[config.mk]
export PLATFORM = sky130hd
export DESIGN_NAME = uart_tx_ctrl_flat
export DESIGN_NICKNAME = d
export VERILOG_FILES = /design/src/rtl/uart_pkg.sv /design/src/rtl/uart_tx_ctrl_if.sv /design/src/rtl/uart_tx_serializer.sv /design/src/rtl/uart_tx_ctrl.sv /design/src/flat_wrapper.sv
export SDC_FILE = /design/constraint.sdc
export NUM_CORES = 1
export LEC_CHECK = 0
export BUFFER_PORTS_ARGS = -buffer_cell sky130_fd_sc_hd__buf_2
export CORE_ASPECT_RATIO = 0.6
export CORE_MARGIN = 2
export CORE_UTILIZATION = 30
export CTS_BUF_LIST = sky130_fd_sc_hd__clkbuf_16
export DETAILED_ROUTE_END_ITERATION = 6
export HOLD_SLACK_MARGIN = 0.08
export SLEW_MARGIN = 20
export SYNTH_ARGS = -nofsm -noshare
export SYNTH_HDL_FRONTEND = slang
export SYNTH_SLANG_ARGS = --single-unit
[constraint.sdc]
create_clock -name clk -period 3.05 [get_ports clk]
set_input_delay 0.4575 -clock clk [delete_from_list [all_inputs] [get_ports clk]]
set_output_delay 0.4575 -clock clk [all_outputs]
set_load 0.05 [all_outputs]
[src/rtl/uart_pkg.sv]
// Shared UART transmit definitions: frame FSM states, default payload width, idle line level.
// Latency: n/a (declarations only).
// Backpressure: n/a.
package uart_pkg;

    localparam int   DATA_WIDTH_DEF = 8;
    localparam logic LINE_IDLE      = 1'b1;

    typedef enum logic [2:0] {
        IDLE,
        START,
        DATA,
        PARITY,
        STOP
    } tx_state_t;

endpackage

[src/rtl/uart_tx_ctrl_if.sv]
// Parallel-in / serial-out bundle between the payload source and the UART transmitter.
// Latency: n/a (wiring only).
// Backpressure: none; Busy tells the source when a Data_Valid strobe would be dropped.
//   master: drives P_DATA, Data_Valid, PAR_EN, Parity_bit; observes TX_OUT, Busy
//   slave : the transmitter side of the same signals
interface uart_tx_ctrl_if #(
    parameter int DATA_WIDTH = uart_pkg::DATA_WIDTH_DEF
);

    logic [DATA_WIDTH-1:0] P_DATA;
    logic                  Data_Valid;
    logic                  PAR_EN;
    logic                  Parity_bit;
    logic                  TX_OUT;
    logic                  Busy;

    modport master (
        output P_DATA, Data_Valid, PAR_EN, Parity_bit,
        input  TX_OUT, Busy
    );

    modport slave (
        input  P_DATA, Data_Valid, PAR_EN, Parity_bit,
        output TX_OUT, Busy
    );

endinterface

[src/rtl/uart_tx_serializer.sv]
// Payload shift register plus bit counter; presents the current data bit LSB first.
// Latency: load takes effect at the loading edge; each shift_en edge advances one bit.
// Backpressure: none; the controlling FSM decides when to load and shift.
//   in : load, data (parallel payload), shift_en
//   out: ser_bit (bit currently on offer), done (high during the last data bit)
module uart_tx_serializer
    import uart_pkg::*;
#(
    parameter int DATA_WIDTH = DATA_WIDTH_DEF
) (
    input  logic                  clk,
    input  logic                  rst_n,
    input  logic                  load,
    input  logic [DATA_WIDTH-1:0] data,
    input  logic                  shift_en,
    output logic                  ser_bit,
    output logic                  done
);

    localparam int            CW   = (DATA_WIDTH > 1) ? $clog2(DATA_WIDTH) : 1;
    localparam logic [CW-1:0] LAST = CW'(DATA_WIDTH - 1);

    logic [DATA_WIDTH-1:0] shreg;
    logic [CW-1:0]         cnt;

    assign ser_bit = shreg[0];
    assign done    = shift_en && (cnt == LAST);

    // Counter wraps to zero on the last bit, so it is already clear when DATA is left.
    always_ff @(posedge clk or negedge rst_n) begin
        if (!rst_n) begin
            shreg <= '0;
            cnt   <= '0;
        end else if (load) begin
            shreg <= data;
            cnt   <= '0;
        end else if (shift_en) begin
            shreg <= shreg >> 1;
            cnt   <= done ? '0 : cnt + CW'(1);
        end
    end

endmodule

[src/rtl/uart_tx_ctrl.sv]
// UART frame transmitter: start bit, payload LSB first, optional parity, stop bit.
// Latency: start bit drives the line one edge after the edge that accepts Data_Valid.
// Backpressure: none; Data_Valid outside IDLE is dropped, Busy flags the frame in flight.
//   clk, rst_n : clock (one bit period per cycle), async active-low reset
//   bus        : slave side of uart_tx_ctrl_if (payload in, TX_OUT/Busy out)
module uart_tx_ctrl
    import uart_pkg::*;
#(
    parameter int DATA_WIDTH = DATA_WIDTH_DEF
) (
    input  logic           clk,
    input  logic           rst_n,
    uart_tx_ctrl_if.slave  bus
);

    tx_state_t state;
    logic      par_en_q;
    logic      par_q;
    logic      tx_q;
    logic      busy_q;
    logic      load;
    logic      shift_en;
    logic      ser_bit;
    logic      done;

    assign load     = (state == IDLE) && bus.Data_Valid;
    assign shift_en = (state == DATA);

    uart_tx_serializer #(
        .DATA_WIDTH (DATA_WIDTH)
    ) u_ser (
        .clk      (clk),
        .rst_n    (rst_n),
        .load     (load),
        .data     (bus.P_DATA),
        .shift_en (shift_en),
        .ser_bit  (ser_bit),
        .done     (done)
    );

    // Line and Busy are registered from the current state, so each slot reaches
    // the pins one edge after the state that produces it.
    always_ff @(posedge clk or negedge rst_n) begin
        if (!rst_n) begin
            state    <= IDLE;
            tx_q     <= LINE_IDLE;
            busy_q   <= 1'b0;
            par_en_q <= 1'b0;
            par_q    <= 1'b0;
        end else begin
            case (state)
                IDLE: begin
                    tx_q   <= LINE_IDLE;
                    busy_q <= 1'b0;
                    if (bus.Data_Valid) begin
                        par_en_q <= bus.PAR_EN;
                        state    <= START;
                    end
                end
                START: begin
                    tx_q   <= 1'b0;
                    busy_q <= 1'b1;
                    // Upstream parity is registered off the same strobe, so it is
                    // valid here; hold it so later changes cannot touch this frame.
                    par_q  <= bus.Parity_bit;
                    state  <= DATA;
                end
                DATA: begin
                    tx_q   <= ser_bit;
                    busy_q <= 1'b1;
                    if (done) begin
                        state <= par_en_q ? PARITY : STOP;
                    end
                end
                PARITY: begin
                    tx_q   <= par_q;
                    busy_q <= 1'b1;
                    state  <= STOP;
                end
                STOP: begin
                    tx_q   <= LINE_IDLE;
                    busy_q <= 1'b1;
                    state  <= IDLE;
                end
                default: begin
                    tx_q   <= LINE_IDLE;
                    busy_q <= 1'b0;
                    state  <= IDLE;
                end
            endcase
        end
    end

    assign bus.TX_OUT = tx_q;
    assign bus.Busy   = busy_q;

endmodule

[src/flat_wrapper.sv]
// flat-port wrapper written by rule: the top's interface ports become plain ports
module uart_tx_ctrl_flat import uart_pkg::*;
#(
    parameter int DATA_WIDTH = DATA_WIDTH_DEF
)
  (clk, rst_n, bus_P_DATA, bus_Data_Valid, bus_PAR_EN, bus_Parity_bit, bus_TX_OUT, bus_Busy);
  uart_tx_ctrl_if #(.DATA_WIDTH(DATA_WIDTH)) bus_i ();
  input  logic clk;
  input  logic rst_n;
  input wire logic [$bits(bus_i.P_DATA)-1:0] bus_P_DATA;
  input wire logic [$bits(bus_i.Data_Valid)-1:0] bus_Data_Valid;
  input wire logic [$bits(bus_i.PAR_EN)-1:0] bus_PAR_EN;
  input wire logic [$bits(bus_i.Parity_bit)-1:0] bus_Parity_bit;
  output wire logic [$bits(bus_i.TX_OUT)-1:0] bus_TX_OUT;
  output wire logic [$bits(bus_i.Busy)-1:0] bus_Busy;
  assign bus_i.P_DATA = bus_P_DATA;
  assign bus_i.Data_Valid = bus_Data_Valid;
  assign bus_i.PAR_EN = bus_PAR_EN;
  assign bus_i.Parity_bit = bus_Parity_bit;
  assign bus_TX_OUT = bus_i.TX_OUT;
  assign bus_Busy = bus_i.Busy;
  uart_tx_ctrl #(.DATA_WIDTH(DATA_WIDTH)) u_core (.clk(clk), .rst_n(rst_n), .bus(bus_i));
endmodule
==> metrics, run 1 <==
die area=3310 um^2; fill count=254; GR Overflow Total=0; total of max-cap violations=0; post-cts hold buffer count=0; fmax=0.553 GHz; Wirelength per Cell=12.1 um; Post-CTS Resized=0; Final Max Slew Viols=0; Die W=73.0 um; register area share after synthesis=0.528; n_diodes=0; Syn Inst Count=91; first-pass GRT wire length=2880 um; initial core utilization=0.328; R2R depth=3; Ys Warns=0; HPWL after DPL=1170 um; row count=14; Setup TNS=0 ps; post-synth top area share=0.497; Syn Nets=106; Reg2Reg Setup Slack=1240 ps; commonest register cell after synthesis=dfrtp_1; HP Class=in -> async; NetSw=411 uW; io pins=15; Clock Sinks=18; Max VDD drop=0.375 mV; Reg power frac=0.408; largest net degree at the start of global routing=19; actual slew at the worst max-slew pin=1020 ps; synthesized area=856 um^2; status=completed; routability cong.=0.761; Slew Limit Headroom=0.319; Cell Int Power=685 uW; crit path DAT=1980 ps; CP max-delay cell=nor4b_2; CTS tree=done; drc violations=0; Static Leak=0.473 nW; Post-synth top cells=a21oi_1 (18), dfrtp_1 (17), nand2_1 (17), nor2_1 (10), buf_2 (4); Synth area leader=dfrtp_1; Final period util=0.593; Worst Setup Path Type=reg -> reg; CP Max Fanout=12; RSZ-0062 raised after global routing=false; final setup fails=0; Tmin final=1810 ps; Reg2Reg Capture Point=u_core.u_ser.shreg[5]$_DFFE_PN0P_; Post-synth EDFFs=0; maximum clock path buffer count=2; endpoints failing hold=0; Async SR Flop Fraction=1.00; nets=119; core box area=2610 um^2; total routed wirelength=1630 um; Antenna Nets Post-Route=0; root buffer cell=clkbuf_16; vias in the first global route=628; CTS buffer count=3; DR pass1 iterations=4; total number of H-tree levels=1; Die Ht=45.4 um; slowest stage delay, CP=930 ps; Clk pwr share=0.241; crit path cell chain=nor4b_2 -> a21oi_1 -> a21oi_1; clk_lat worst skew=250 ps; most used cell, CP=a21oi_1; GR Util All Layers=0.119; Worst EP required=3220 ps; mean area per synthesized cell=9.40 um^2; Synth-to-Final Area Change=17.5%; Post-CTS Setup Bufs=0; most common cell in the synthesized netlist=a21oi_1; CP Launch Type=flip-flop; initial drt markers=21; RR Startpoint=u_core.state[1]$_DFFE_PN0P_; Synth cell types=27; share of cells above drive strength 1=0.214; switching part of the total power=0.375; final setup skew=1.40 ps; Vias=633; Synth area leaders=dfrtp_1 (50%), a21oi_1 (11%), nand2_1 (7.5%), nor2_1 (4.4%), dfstp_2 (3.1%); Crit. End Element=flip-flop; post-synthesis sequential element count=18; hold_ws=131 ps; PortBufs=14; initial antenna violation count=0; Reg clk slew, reported paths=50 ps; DR vias/cell=4.69; Pwr Density=1090 nW/um^2; Comb power frac=0.351
-- metal layers --
metal	vias to the layer above	part of all wire	track usage
met1	288	0.53	0.169
met5	-	0	0
li1	331	-	-
met3	2	0.055	0.0420
met4	0	0.0055	0.0444
met2	12	0.41	0.169
-- per-stage QoR --
| stage | util | instances | area [um^2] | setup slack [ps] | power [mW] |
|---|---|---|---|---|---|
| after floorplan | - | 91 | 856 | 1680 | 0.769 |
| after global placement | 0.355 | 131 | 927 | 1290 | 0.830 |
| after detailed placement | 0.355 | 131 | 927 | 1270 | 0.839 |
| after CTS | 0.385 | 135 | 1010 | 1240 | 1.11 |
| after global routing | 0.385 | 135 | 1010 | 1020 | 1.19 |
| final | 0.385 | 135 | 1010 | 1240 | 1.10 |
-- state kept, by name, summed over array words and instances, names as in the netlist --
signal              count
u_core.bus.TX_OUT       1
u_core.bus.Busy         1
u_core.par_q            1
u_core.state            3
u_core.u_ser.shreg      8
u_core.u_ser.cnt        3
u_core.par_en_q         1
-- cells in the final DEF (no fill, tap or decap) --
| cell type | Yosys | final |
|---|---|---|
| a21oi_1 | 18 | 18 |
| nand2_1 | 17 | 17 |
| dfrtp_1 | 17 | 17 |
| buf_2 | 4 | 14 |
| nor2_1 | 10 | 10 |
| clkbuf_16 | 0 | 3 |
| inv_1 | 2 | 2 |
| nand3_1 | 2 | 2 |
| ha_1 | 2 | 2 |
| a22oi_1 | 1 | 1 |
| or2_2 | 1 | 1 |
| xnor2_1 | 1 | 1 |
| nand2b_1 | 1 | 1 |
| mux2_2 | 1 | 1 |
| nor4b_2 | 1 | 1 |
| or4b_1 | 1 | 1 |
| or3b_1 | 1 | 1 |
| or3_1 | 1 | 1 |
| o211ai_1 | 1 | 1 |
| o21ai_0 | 1 | 1 |
| and3b_1 | 1 | 1 |
| nor2b_1 | 1 | 1 |
| a31oi_1 | 1 | 1 |
| nor3_1 | 1 | 1 |
| nor3b_2 | 1 | 1 |
| clkinv_1 | 0 | 1 |
| dfstp_2 | 1 | 1 |
-- kinds of logic after synthesis --
group	share of synthesized area
compound gates	0.136
xor+xnor	0.0102
fa+ha+maj	0.0292
buf+inv	0.0541
flops	0.528
mux	0.0132
simple gates	0.230
-- how the worst max path moves through the flow --
stage                           startpoint                                end  depth (start not counted)
6_report       u_core.state[1]$_DFFE_PN0P_  u_core.u_ser.shreg[5]$_DFFE_PN0P_                          3
5_1_grt        u_core.state[1]$_DFFE_PN0P_  u_core.u_ser.shreg[2]$_DFFE_PN0P_                          3
4_1_cts        u_core.state[1]$_DFFE_PN0P_  u_core.u_ser.shreg[5]$_DFFE_PN0P_                          3
3_5_place_dp   u_core.state[1]$_DFFE_PN0P_  u_core.u_ser.shreg[5]$_DFFE_PN0P_                          3
3_3_place_gp   u_core.state[1]$_DFFE_PN0P_  u_core.u_ser.shreg[5]$_DFFE_PN0P_                          3
2_1_floorplan  u_core.state[0]$_DFFE_PN0P_  u_core.u_ser.shreg[0]$_DFFE_PN0P_                          5
-- area by class of cell --
cell class              count  area, um^2  share of cell area
clock buffers               3        75.1              0.0746
clock inverters             1        3.75             0.00373
inverters                   2        7.51             0.00746
multi-input cells          65         358               0.356
flip-flops and latches     18         452               0.449
well taps                  32        40.0              0.0398
repair buffers             14        70.1              0.0697
-- power by group through the flow --
stage	clock network [mW]	registers, mW	logic (mW)
2_1_floorplan	0	0.448	0.321
3_3_place_gp	0	0.446	0.384
3_5_place_dp	0	0.449	0.390
4_1_cts	0.268	0.446	0.393
5_1_grt	0.282	0.466	0.446
6_report	0.264	0.447	0.385
-- critical path: cells and delay by family (launching register included) --
family / cells / cell delay (ps)
AO/OA/AOI/OAI: 2 / 310
flip-flops: 1 / 480
AND/OR/NAND/NOR: 1 / 930
Power figures use the tool's default switching activity.
==> inputs of run 2 (changes only) <==
==> constraint.sdc (replaced) <==
create_clock -name clk -period 1.8 [get_ports clk]
set_input_delay 0.27 -clock clk [delete_from_list [all_inputs] [get_ports clk]]
set_output_delay 0.27 -clock clk [all_outputs]
set_load 0.05 [all_outputs]
==> metrics, run 2 (synthesis results as in run 1) <==
status=completed (unchanged); io pins=15 (unchanged); fmax=0.655 GHz (was 0.553 GHz); die area=3310 um^2 (unchanged); Design Area, Final=1050 um^2 (was 1010 um^2); placed instance area=957 um^2 (was 927 um^2); Setup TNS=0 ps (unchanged); DR vias/cell=4.64 (was 4.69); Tmin final=1530 ps (was 1810 ps); Final Util=0.401 (was 0.385); initial drt markers=24 (was 21); total number of H-tree levels=1 (unchanged); slowest stage delay, CP=730 ps (was 930 ps); first-pass GRT wire length=2860 um (was 2880 um); Buf/Inv on CP=0 (unchanged); Largest register FFs=8 (unchanged); R2R depth=3 (unchanged); Pwr Density=1830 nW/um^2 (was 1090 nW/um^2); Final Max Slew Viols=0 (unchanged); Crit. path cell count=3 (unchanged); drc violations=0 (unchanged); clk_lat worst skew=250 ps (about the same); CP Max Fanout=12 (unchanged); Vias=649 (was 633); Max VDD drop=0.622 mV (was 0.375 mV); Largest regs=u_core.u_ser.shreg x8, u_core.state x3, u_core.u_ser.cnt x3 (unchanged); vias in the first global route=593 (was 628); GR Overflow Total=0 (unchanged); CP max-delay cell=or4b_1 (was nor4b_2); crit path DAT=1660 ps (was 1980 ps); RSZ-0062 raised after global routing=false (unchanged); nets=124 (was 119); root buffer cell=clkbuf_16 (unchanged); fill count=255 (was 254); endpoints failing hold=0 (unchanged); worst slack, placed=257 ps (was 1270 ps); routability cong.=0.817 (was 0.761); Hold Path Cell Cnt=3; Largest delay share family, worst path=simple AND/OR/NAND/NOR gates (unchanged); Post-CTS Setup Bufs=0 (unchanged); initial core utilization=0.328 (unchanged); CTS tree=done (unchanged); initial antenna violation count=0 (unchanged); Worst EP required=1930 ps (was 3220 ps); GR Util All Layers=0.121 (was 0.119); core box area=2610 um^2 (unchanged); CP Launch Type=flip-flop (unchanged); Clock Sinks=18 (unchanged); DR pass1 iterations=4 (unchanged); largest net degree at the start of global routing=19 (unchanged); most frequent cells in the layout=a21oi_1 (18), nand2_1 (17), dfrtp_1 (17) (unchanged); Wirelength per Cell=11.9 um (was 12.1 um); Final period util=0.849 (was 0.593); share of cells above drive strength 1=0.241 (was 0.214); Static Leak=0.501 nW (was 0.473 nW); Antenna Nets Post-Route=0 (unchanged); final setup fails=0 (unchanged); actual slew at the worst max-slew pin=400 ps (was 1020 ps); PortBufs=14 (unchanged); total of max-cap violations=0 (unchanged); n_diodes=0 (unchanged); Die Ht=45.4 um (unchanged); crit path cell chain=or4b_1 -> nor2_1 -> a21oi_1 (was nor4b_2 -> a21oi_1 -> a21oi_1); maximum clock path buffer count=2 (unchanged); final setup skew=2.55 ps (was 1.40 ps); Largest Register=u_core.u_ser.shreg (unchanged); Reg clk slew, reported paths=50 ps (about the same); placed cells=135 (was 131); Die W=73.0 um (unchanged); CTS buffer count=3 (unchanged); HPWL after DPL=1230 um (was 1170 um); commonest non-fill, non-tap cell in the layout=a21oi_1 (unchanged); Worst Setup Path Type=reg -> reg (unchanged); row count=14 (unchanged); Crit. End Element=flip-flop (unchanged); Slew Limit Headroom=0.733 (was 0.319); total routed wirelength=1660 um (was 1630 um); non-filler cells in the finished layout=140 (was 135); final worst slack=272 ps (was 1240 ps); Synth-to-Final Area Change=22.2% (was 17.5%); HP Class=in -> reg (was in -> async)
## run 2: cell types whose count changed in the layout (fill, tap and decap cells not counted)
cell,delta
inv_1,+1
buf_4,+4
clkinv_1,-1
dlygate4sd3_1,+1
## run 2: final cells by class
type | count | area [um^2] | share of cell area
flip-flops and latches | 18 | 452 | 0.432
multi-input cells | 65 | 358 | 0.342
repair buffers | 19 | 110 | 0.105
clock buffers | 3 | 75.1 | 0.0718
well taps | 32 | 40.0 | 0.0383
inverters | 2 | 7.51 | 0.00718
clock inverters | 1 | 3.75 | 0.00359
## run 2: power breakdown
group | internal [mW] | switching [mW] | leakage, nW
clock | 0.295 | 0.148 | 0.0423
sequential | 0.604 | 0.155 | 0.219
combinational | 0.309 | 0.399 | 0.239
## run 2: per-layer routing
metal / vias to the layer above / global-route usage / wire length (um)
li1: 340 / - / -
met1: 289 / 0.178 / 865
met2: 20 / 0.155 / 666
met3: 0 / 0.0531 / 129
met4: 0 / 0.0444 / 0
met5: - / 0 / 0
## run 2: worst paths after layout
| check | start | slack, ps | to |
|---|---|---|---|
| min in group asynchronous | rst_n | 490 | u_core.state[1]$_DFFE_PN0P_ |
| worst min-delay path | bus_P_DATA[7] | 220 | u_core.u_ser.shreg[7]$_DFFE_PN0P_ |
| max in group asynchronous | rst_n | 990 | u_core.bus.TX_OUT$_DFF_PN1_ |
| worst max register to register | u_core.state[1]$_DFFE_PN0P_ | 270 | u_core.u_ser.shreg[3]$_DFFE_PN0P_ |
| worst min register to register | u_core.par_q$_DFFE_PN0N_ | 510 | u_core.par_q$_DFFE_PN0N_ |
| worst max-delay path | u_core.state[1]$_DFFE_PN0P_ | 270 | u_core.u_ser.shreg[3]$_DFFE_PN0P_ |
## run 2: repair_timing
| item | in CTS | in global routing |
|---|---|---|
| hold buffers | 1 | 0 |
| gates resized for setup | 0 | 0 |
| hold endpoints to repair | 17 | 0 |
## run 2: through the flow
stage,power (mW),hold slack [ps]
2_1_floorplan,1.30,-25.6
3_3_place_gp,1.45,223
3_5_place_dp,1.47,225
4_1_cts,1.92,220
5_1_grt,2.07,233
6_report,1.91,219
## run 2: worst reg2reg max path, cell delays in order (launching register included)
cell and delay, ps:
dfrtp_1 480, or4b_1 730, nor2_1 150, a21oi_1 50
